<file path="config.mk">
export PLATFORM = sky130hd
export DESIGN_NAME = hazard_stall_unit
export DESIGN_NICKNAME = d
export VERILOG_FILES = /design/src/rtl/hazard_stall_unit.sv
export SDC_FILE = /design/constraint.sdc
export NUM_CORES = 1
export LEC_CHECK = 0
export CELL_PAD_IN_SITES_DETAIL_PLACEMENT = 0
export CELL_PAD_IN_SITES_GLOBAL_PLACEMENT = 1
export CORE_AREA = 2 2 72 74
export CTS_CLUSTER_DIAMETER = 50
export CTS_CLUSTER_SIZE = 8
export DETAILED_ROUTE_END_ITERATION = 8
export DIE_AREA = 0 0 74 76
export PLACE_DENSITY_LB_ADDON = 0.3
export SLEW_MARGIN = 20
export SYNTH_ARGS = -nofsm -noshare
export SYNTH_HDL_FRONTEND = slang
export SYNTH_SLANG_ARGS = --single-unit
</file>
<file path="constraint.sdc">
create_clock -name clk_i -period 3 [get_ports clk_i]
set_input_delay 0.45 -clock clk_i [delete_from_list [all_inputs] [get_ports clk_i]]
set_output_delay 0.45 -clock clk_i [all_outputs]
set_load 0.02 [all_outputs]
</file>
<file path="src/rtl/hazard_stall_unit.sv">
`default_nettype none
// ============================================================================
// Module      : hazard_stall_unit
// Description : Pipeline stall controller for the 5-stage core. It handles
//               the hazards that operand forwarding cannot resolve:
//               - load-use: one bubble inserted between ID and EX
//               - multi-cycle data-memory access: whole-pipeline freeze until
//                 the memory acknowledges, guarded by a timeout watchdog that
//                 drops the unit into a sticky FAULT state.
// Revision    : 1.0 - initial release
// ----------------------------------------------------------------------------
// Parameters
//   MEM_TIMEOUT : last wait-counter value tolerated in MEM_WAIT before FAULT
//   CNT_W       : wait-counter width, 2**CNT_W must exceed MEM_TIMEOUT
// Ports
//   clk_i         in   core clock, rising edge
//   rst_i         in   synchronous reset, active low
//   RS1addr_i     in   ID-stage rs1 address
//   RS2addr_i     in   ID-stage rs2 address
//   UseRS1_i      in   ID instruction reads rs1
//   UseRS2_i      in   ID instruction reads rs2
//   RDaddrE_i     in   EX-stage destination register
//   MemReadE_i    in   EX-stage instruction is a load
//   MemReqM_i     in   MEM-stage data-memory request
//   MemAckM_i     in   data-memory completion
//   PCWrite_o     out  PC update enable
//   IFIDWrite_o   out  IF/ID write enable
//   NoOp_o        out  zero ID/EX control fields (bubble)
//   StallAll_o    out  hold ID/EX, EX/MEM and MEM/WB
//   Fault_o       out  sticky memory-timeout fault
//   StallCycles_o out  stall-cycle counter (HAZARD_PERF_CNT_EN)
//   LoadUseCnt_o  out  load-use bubble counter (HAZARD_PERF_CNT_EN)
// Configuration
//   HAZARD_PERF_CNT_EN : when defined, builds the two 32-bit performance
//                        counters; otherwise both ports are tied to zero.
// ============================================================================
module hazard_stall_unit #(
  parameter int MEM_TIMEOUT = 15,
  parameter int CNT_W       = 4
) (
  input  logic        clk_i,
  input  logic        rst_i,
  input  logic [4:0]  RS1addr_i,
  input  logic [4:0]  RS2addr_i,
  input  logic        UseRS1_i,
  input  logic        UseRS2_i,
  input  logic [4:0]  RDaddrE_i,
  input  logic        MemReadE_i,
  input  logic        MemReqM_i,
  input  logic        MemAckM_i,
  output logic        PCWrite_o,
  output logic        IFIDWrite_o,
  output logic        NoOp_o,
  output logic        StallAll_o,
  output logic        Fault_o,
  output logic [31:0] StallCycles_o,
  output logic [31:0] LoadUseCnt_o
);

  typedef enum logic [1:0] {
    RUN      = 2'd0,
    MEM_WAIT = 2'd1,
    FAULT    = 2'd2
  } state_t;

  localparam logic [CNT_W-1:0] TIMEOUT_C = CNT_W'(MEM_TIMEOUT);

  state_t             state;
  logic [CNT_W-1:0]   wcnt;
  logic               lu;
  logic               mw;

  // x0 is never a real producer, so a load targeting it cannot create a hazard.
  assign lu = MemReadE_i && (RDaddrE_i != 5'd0) &&
              ((UseRS1_i && (RDaddrE_i == RS1addr_i)) ||
               (UseRS2_i && (RDaddrE_i == RS2addr_i)));
  assign mw = MemReqM_i && !MemAckM_i;

  // --------------------------------------------------------------------------
  // State and wait counter
  // --------------------------------------------------------------------------
  always_ff @(posedge clk_i) begin
    if (!rst_i) begin
      state <= RUN;
      wcnt  <= '0;
    end else begin
      case (state)
        RUN: begin
          if (mw) begin
            state <= MEM_WAIT;
            wcnt  <= {{(CNT_W-1){1'b0}}, 1'b1};
          end
        end
        MEM_WAIT: begin
          // A late ack on the timeout cycle still counts as a completion.
          if (MemAckM_i) begin
            state <= RUN;
            wcnt  <= '0;
          end else if (wcnt == TIMEOUT_C) begin
            state <= FAULT;
          end else begin
            wcnt <= wcnt + 1'b1;
          end
        end
        FAULT: begin
          state <= FAULT;
        end
        default: begin
          state <= RUN;
          wcnt  <= '0;
        end
      endcase
    end
  end

  // --------------------------------------------------------------------------
  // Stall outputs: freeze outranks bubble; the bubble for an LU that arrived
  // together with a memory wait is inserted on the release cycle because the
  // ID/EX contents were held throughout the freeze.
  // --------------------------------------------------------------------------
  always_comb begin
    PCWrite_o   = 1'b0;
    IFIDWrite_o = 1'b0;
    NoOp_o      = 1'b0;
    StallAll_o  = 1'b0;
    if (rst_i) begin
      case (state)
        RUN: begin
          if (mw) begin
            StallAll_o = 1'b1;
          end else if (lu) begin
            NoOp_o = 1'b1;
          end else begin
            PCWrite_o   = 1'b1;
            IFIDWrite_o = 1'b1;
          end
        end
        MEM_WAIT: begin
          if (!MemAckM_i) begin
            StallAll_o = 1'b1;
          end else if (lu) begin
            NoOp_o = 1'b1;
          end else begin
            PCWrite_o   = 1'b1;
            IFIDWrite_o = 1'b1;
          end
        end
        FAULT: begin
          StallAll_o = 1'b1;
        end
        default: begin
          StallAll_o = 1'b1;
        end
      endcase
    end
  end

  assign Fault_o = rst_i && (state == FAULT);

  // --------------------------------------------------------------------------
  // Optional performance counters
  // --------------------------------------------------------------------------
`ifdef HAZARD_PERF_CNT_EN
  logic [31:0] stall_cycles;
  logic [31:0] lu_cnt;

  always_ff @(posedge clk_i) begin
    if (!rst_i) begin
      stall_cycles <= '0;
      lu_cnt       <= '0;
    end else begin
      if (!PCWrite_o) stall_cycles <= stall_cycles + 32'd1;
      if (NoOp_o)     lu_cnt       <= lu_cnt + 32'd1;
    end
  end

  assign StallCycles_o = stall_cycles;
  assign LoadUseCnt_o  = lu_cnt;
`else
  assign StallCycles_o = 32'd0;
  assign LoadUseCnt_o  = 32'd0;
`endif

endmodule
`default_nettype wire

</file>
Yosys cells after proc, flatten, opt, wreduce, memory -nomap -nowiden
Index checks and enable logic that the tools add are counted.
{"block": "classes", "reduce_logical": 12, "mux": 22, "n_bitwise": 1, "n_eq_ne": 8, "add_sub_neg": 1}
{"op": "2-to-1 mux 4 bit", "n": 3}
{"op": "one-hot mux 4 bit (3 select lines)", "n": 1}
{"op": "2-to-1 mux 1 bit", "n": 11}
{"op": "equality test 5 bit", "n": 2}
{"op": "logical AND 1 bit", "n": 6}
{"op": "2-to-1 mux 2 bit", "n": 3}
{"op": "inequality test 3 bit, second input constant", "n": 2}
{"op": "one-hot mux 1 bit (2 select lines)", "n": 3}
{"op": "one-hot mux 2 bit (3 select lines)", "n": 1}
{"op": "nonzero test 5 bit", "n": 1}
{"op": "adder 4 x 1 -> 4 bit, second input constant", "n": 1}
{"op": "equality test 4 bit, second input constant", "n": 1}
{"op": "AND reduction 3 bit", "n": 1}
{"op": "equality test 2 x 1 -> 1 bit, second input constant", "n": 1}
{"op": "equality test 2 bit, second input constant", "n": 1}
{"op": "logical NOT 2 bit", "n": 1}
{"op": "inequality test 2 bit, second input constant", "n": 1}
{"op": "AND reduction 2 bit", "n": 1}
{"op": "logical NOT 1 bit", "n": 1}
{"op": "logical OR 1 bit", "n": 1}
{"op": "inverter 1 bit", "n": 1}
{"block": "totals", "output_inout_bits": 69, "input_bits": 22, "wordCells": 46, "reg_bits": 6}

Depth between registers and ports, before layout
{"block": "depth", "depth_word": 8, "mapped_depth": 6, "depth_no_buf": 5}

Worst setup path after synthesis
No wires, ideal clock.
{"block": "synth_path", "path_kind": "input-to-output", "startpoint": "input port RDaddrE_i[1]", "endpoint": "output port PCWrite_o", "stages": 4, "arrival_time_ps": 1550, "n_path_buf": 1, "required_time_ps": 2550, "slack_ps": 1000, "cell_sequence": "or4_1 o21ai_0 o21ba_2 buf_4"}
{"block": "synth_between", "elab_chain_cells": 8, "elab_cells_between_ends": 13, "cone_classes": "2 x eq/ne; 5 x mux; 6 x reduce/logical"}
{"element": "from (decl)", "line": "47", "text": "input logic [4:0] RDaddrE_i,"}
{"element": "equality test 5 bit, on equally long branches", "line": "75, 76"}
{"element": "logical AND 1 bit, on equally long branches", "line": "75, 76"}
{"element": "logical OR 1 bit", "line": "75", "text": "((UseRS1_i && (RDaddrE_i == RS1addr_i)) ||"}
{"element": "logical AND 1 bit *", "line": "74", "text": "assign lu = MemReadE_i && (RDaddrE_i != 5'd0) &&"}
{"element": "2-to-1 mux 1 bit *"}
{"element": "2-to-1 mux 1 bit, on equally long branches"}
{"element": "one-hot mux 1 bit (2 select lines) *"}
{"element": "2-to-1 mux 1 bit *"}
{"element": "to (decl)", "line": "51", "text": "output logic PCWrite_o,"}
Every way passes the cells marked *; elsewhere a longest branch is shown, timed or not.

Worst setup path in the final report
{"block": "layout_path", "startpoint": "input port RDaddrE_i[2]", "endpoint": "output port IFIDWrite_o"}
{"block": "layout_between", "elab_chain_cells": 8, "elab_cells_between_ends": 13, "cone_classes": "2 x eq/ne; 5 x mux; 6 x reduce/logical"}
{"element": "equality test 5 bit, on equally long branches", "line": "75, 76"}
{"element": "logical AND 1 bit, on equally long branches", "line": "75, 76"}
{"element": "logical OR 1 bit", "line": "75"}
{"element": "logical AND 1 bit *", "line": "74"}
{"element": "2-to-1 mux 1 bit *", "line": "131, 141"}
{"element": "2-to-1 mux 1 bit, on equally long branches", "line": "139, 129"}
{"element": "one-hot mux 1 bit (2 select lines) *", "line": "127", "text": "case (state)"}
{"element": "2-to-1 mux 1 bit *", "line": "126", "text": "if (rst_i) begin"}
{"element": "to (decl)", "line": "52", "text": "output logic IFIDWrite_o,"}
Marks and branches as above.

==> flow_metrics.tcl <==
set metrics [dict create \
    grt_pass1_vias 532 \
    core.rowCount 26 \
    start_kind "input pin" \
    final_max_slew_viol_count 0 \
    power_mw 0.3521 \
    netlist_instances 123 \
    reg2reg_to "wcnt[3]" \
    hold_buffers 0 \
    post-dp-hpwl_mm 1.336 \
    peakVddDrop_uv 92.12 \
    syn_area_per_cell_um2 7.995 \
    wirelength_mm 1.562 \
    min_to "wcnt[1]" \
    critical_path_required_ns 2.55 \
    area_delta_synth_final_pct 14.38 \
    h-tree-depth 1 \
    cts.clk_slew.worst_paths_ns 0.04 \
    finalSetupViolCount 0 \
    clkSinkCount 6 \
    drc 0 \
    outcome "completed" \
    wl_per_cell_um 7.068 \
    cts_buffer_depth 2 \
    clkLatencyLatePin_ns 0.22 \
    power.density_mw_per_mm2 313.1 \
    die_area_mm2 0.005624 \
    place_congestion 0.6758 \
    drt-vias-per-instance 2.991 \
    nets 176 \
    tns_ns 0 \
    antenna_found_initial 0 \
    utilization_pct 22.90 \
    n_antenna_cell 0 \
    post_cts_buffers 0 \
    fin_crit_sh_pct 96.07 \
    yosysUniqueCellTypes 34 \
    hp-class "reg2reg" \
    netlist_area_um2 983.4 \
    reg2reg_slack_ns 1.53 \
    critPathMaxFanout 3 \
    hp-start "wcnt[1]" \
    postRouteAntennaNets 0 \
    initial_core_util_pct 20.02 \
    drive_gt1_share_pct 5.960 \
    hold_viol 0 \
    num_vias 661 \
    critPathArrivalTime_ns 2.43 \
    drtPass1Iterations 4 \
    r2r-start "wcnt[0]" \
    io_buffers 26 \
    fin_crit_ns 2.882 \
    fmax_mhz 347.0 \
    r2r_cells 5 \
    max-cap-violations 0 \
    grt_pass1_wl_mm 2.270 \
    mostFrequentLayoutCell "conb_1" \
    async_flop_share_pct 0 \
    synth_seq_area_share_pct 12.21 \
    synth_edf_count 0 \
    first_iter_violations 38 \
    hold_depth 2 \
    critical_path_class "in2out" \
    skew_ns 0.001767 \
    core_area_mm2 0.004912 \
    p_leak_nw 0.5022 \
    n_fill_cell 550 \
    layout_common_cells "conb_1 (64), clkdlybuf4s50_1 (26), xor2_1 (9)" \
    io_pins 91 \
    synth-main-ff-cell "dfxtp_1" \
    grt-ovfl-total 0 \
    tritoncts "yes" \
    yosys_warnings 0 \
    grt.total_usage_pct 5.013 \
    rsz0062_at_grt "no" \
    die_y_um 76 \
    grt_max_degree 10 \
    cp-end-kind "primary output" \
    clock-root-buffer "clkbuf_8" \
    synth-seq-cells 6 \
    cts_resized 0 \
    cts_buffers 3 \
    die_w_um 74 \
]
==> synthesized netlist by cell type, drive strengths merged, types with 2 or more instances <==
cell type / number / share of area (%)
nor4: 2 / 1.3
a21boi: 2 / 1.5
nand4: 2 / 1.3
nor2: 3 / 1.1
dfxtp: 6 / 12
xor2: 9 / 8.0
o21ai: 3 / 1.5
nand3: 2 / 1.0
nor3b: 2 / 2.7
o22ai: 2 / 1.9
and2: 2 / 1.3
nand2: 4 / 1.5
buf: 66 / 51
xnor2: 2 / 1.8
==> registers in the layout, summed over array words and instances (netlist names) <==
signal and cells:
wcnt 4, state 2
==> metrics by stage <==
step	std cells	hold WS (ns)	setup WS (ns)	cell area (µm²)
CTS	221	0.4868	0.09475	1125
global placement	218	0.4870	0.1065	1084
detailed placement	218	0.4820	0.1058	1084
floorplan	186	0.4609	0.9998	1220
global route	221	0.5042	0.04740	1125
finish	221	0.4846	0.1179	1125
==> how the worst max path moves through the flow <==
| stage | slack, ns | startpoint | end | cells past startpoint |
|---|---|---|---|---|
| 2_1_floorplan | 1.0 | RDaddrE_i[1] | PCWrite_o | 4 |
| 3_3_place_gp | 0.11 | RDaddrE_i[2] | IFIDWrite_o | 5 |
| 3_5_place_dp | 0.11 | RDaddrE_i[2] | IFIDWrite_o | 5 |
| 4_1_cts | 0.09 | RDaddrE_i[2] | IFIDWrite_o | 5 |
| 5_1_grt | 0.05 | RDaddrE_i[2] | PCWrite_o | 5 |
| 6_report | 0.12 | RDaddrE_i[2] | IFIDWrite_o | 5 |
==> worst max-delay path, stage by stage <==
cell             delay (ns)
clkdlybuf4s50_1        0.46
or4_1                  0.51
o21ai_0                0.22
o21ba_2                0.19
clkdlybuf4s50_1        0.60
==> layout make-up <==
class	instances	area, µm²	area share [%]
Clock buffer	3	41.29	3.671
Tap cell	70	87.58	7.786
Timing Repair Buffer	28	275.3	24.47
Multi-Input combinational cell	113	596.8	53.06
Sequential cell	6	120.1	10.68
Inverter	1	3.754	0.3337
==> where the power goes <==
| group | internal, mW | switching, mW |
|---|---|---|
| logic | 0.0460 | 0.0981 |
| registers | 0.0822 | 0.00310 |
| clock network | 0.0864 | 0.0364 |
| total | 0.215 | 0.138 |
==> metal layers <==
metal	global-route usage, %	share of wire [%]
met5	0	0
met4	1.636	0.26
met3	1.720	13
met2	7.768	45
met1	6.426	42
==> kinds of logic (layout without fill, tap and decap cells) <==
group | count (synthesis) | count (layout) | synth area share [%]
compound gates | 12 | 12 | 9.033
simple gates | 24 | 24 | 15.14
fa+ha+maj | 1 | 1 | 1.272
other cells | 1 | 64 | 0.3813
xor+xnor | 11 | 11 | 9.797
mux | 1 | 1 | 1.018
flops | 6 | 6 | 12.21
buf+inv | 67 | 32 | 51.14
No activity file was read; power rests on OpenSTA's default activity.
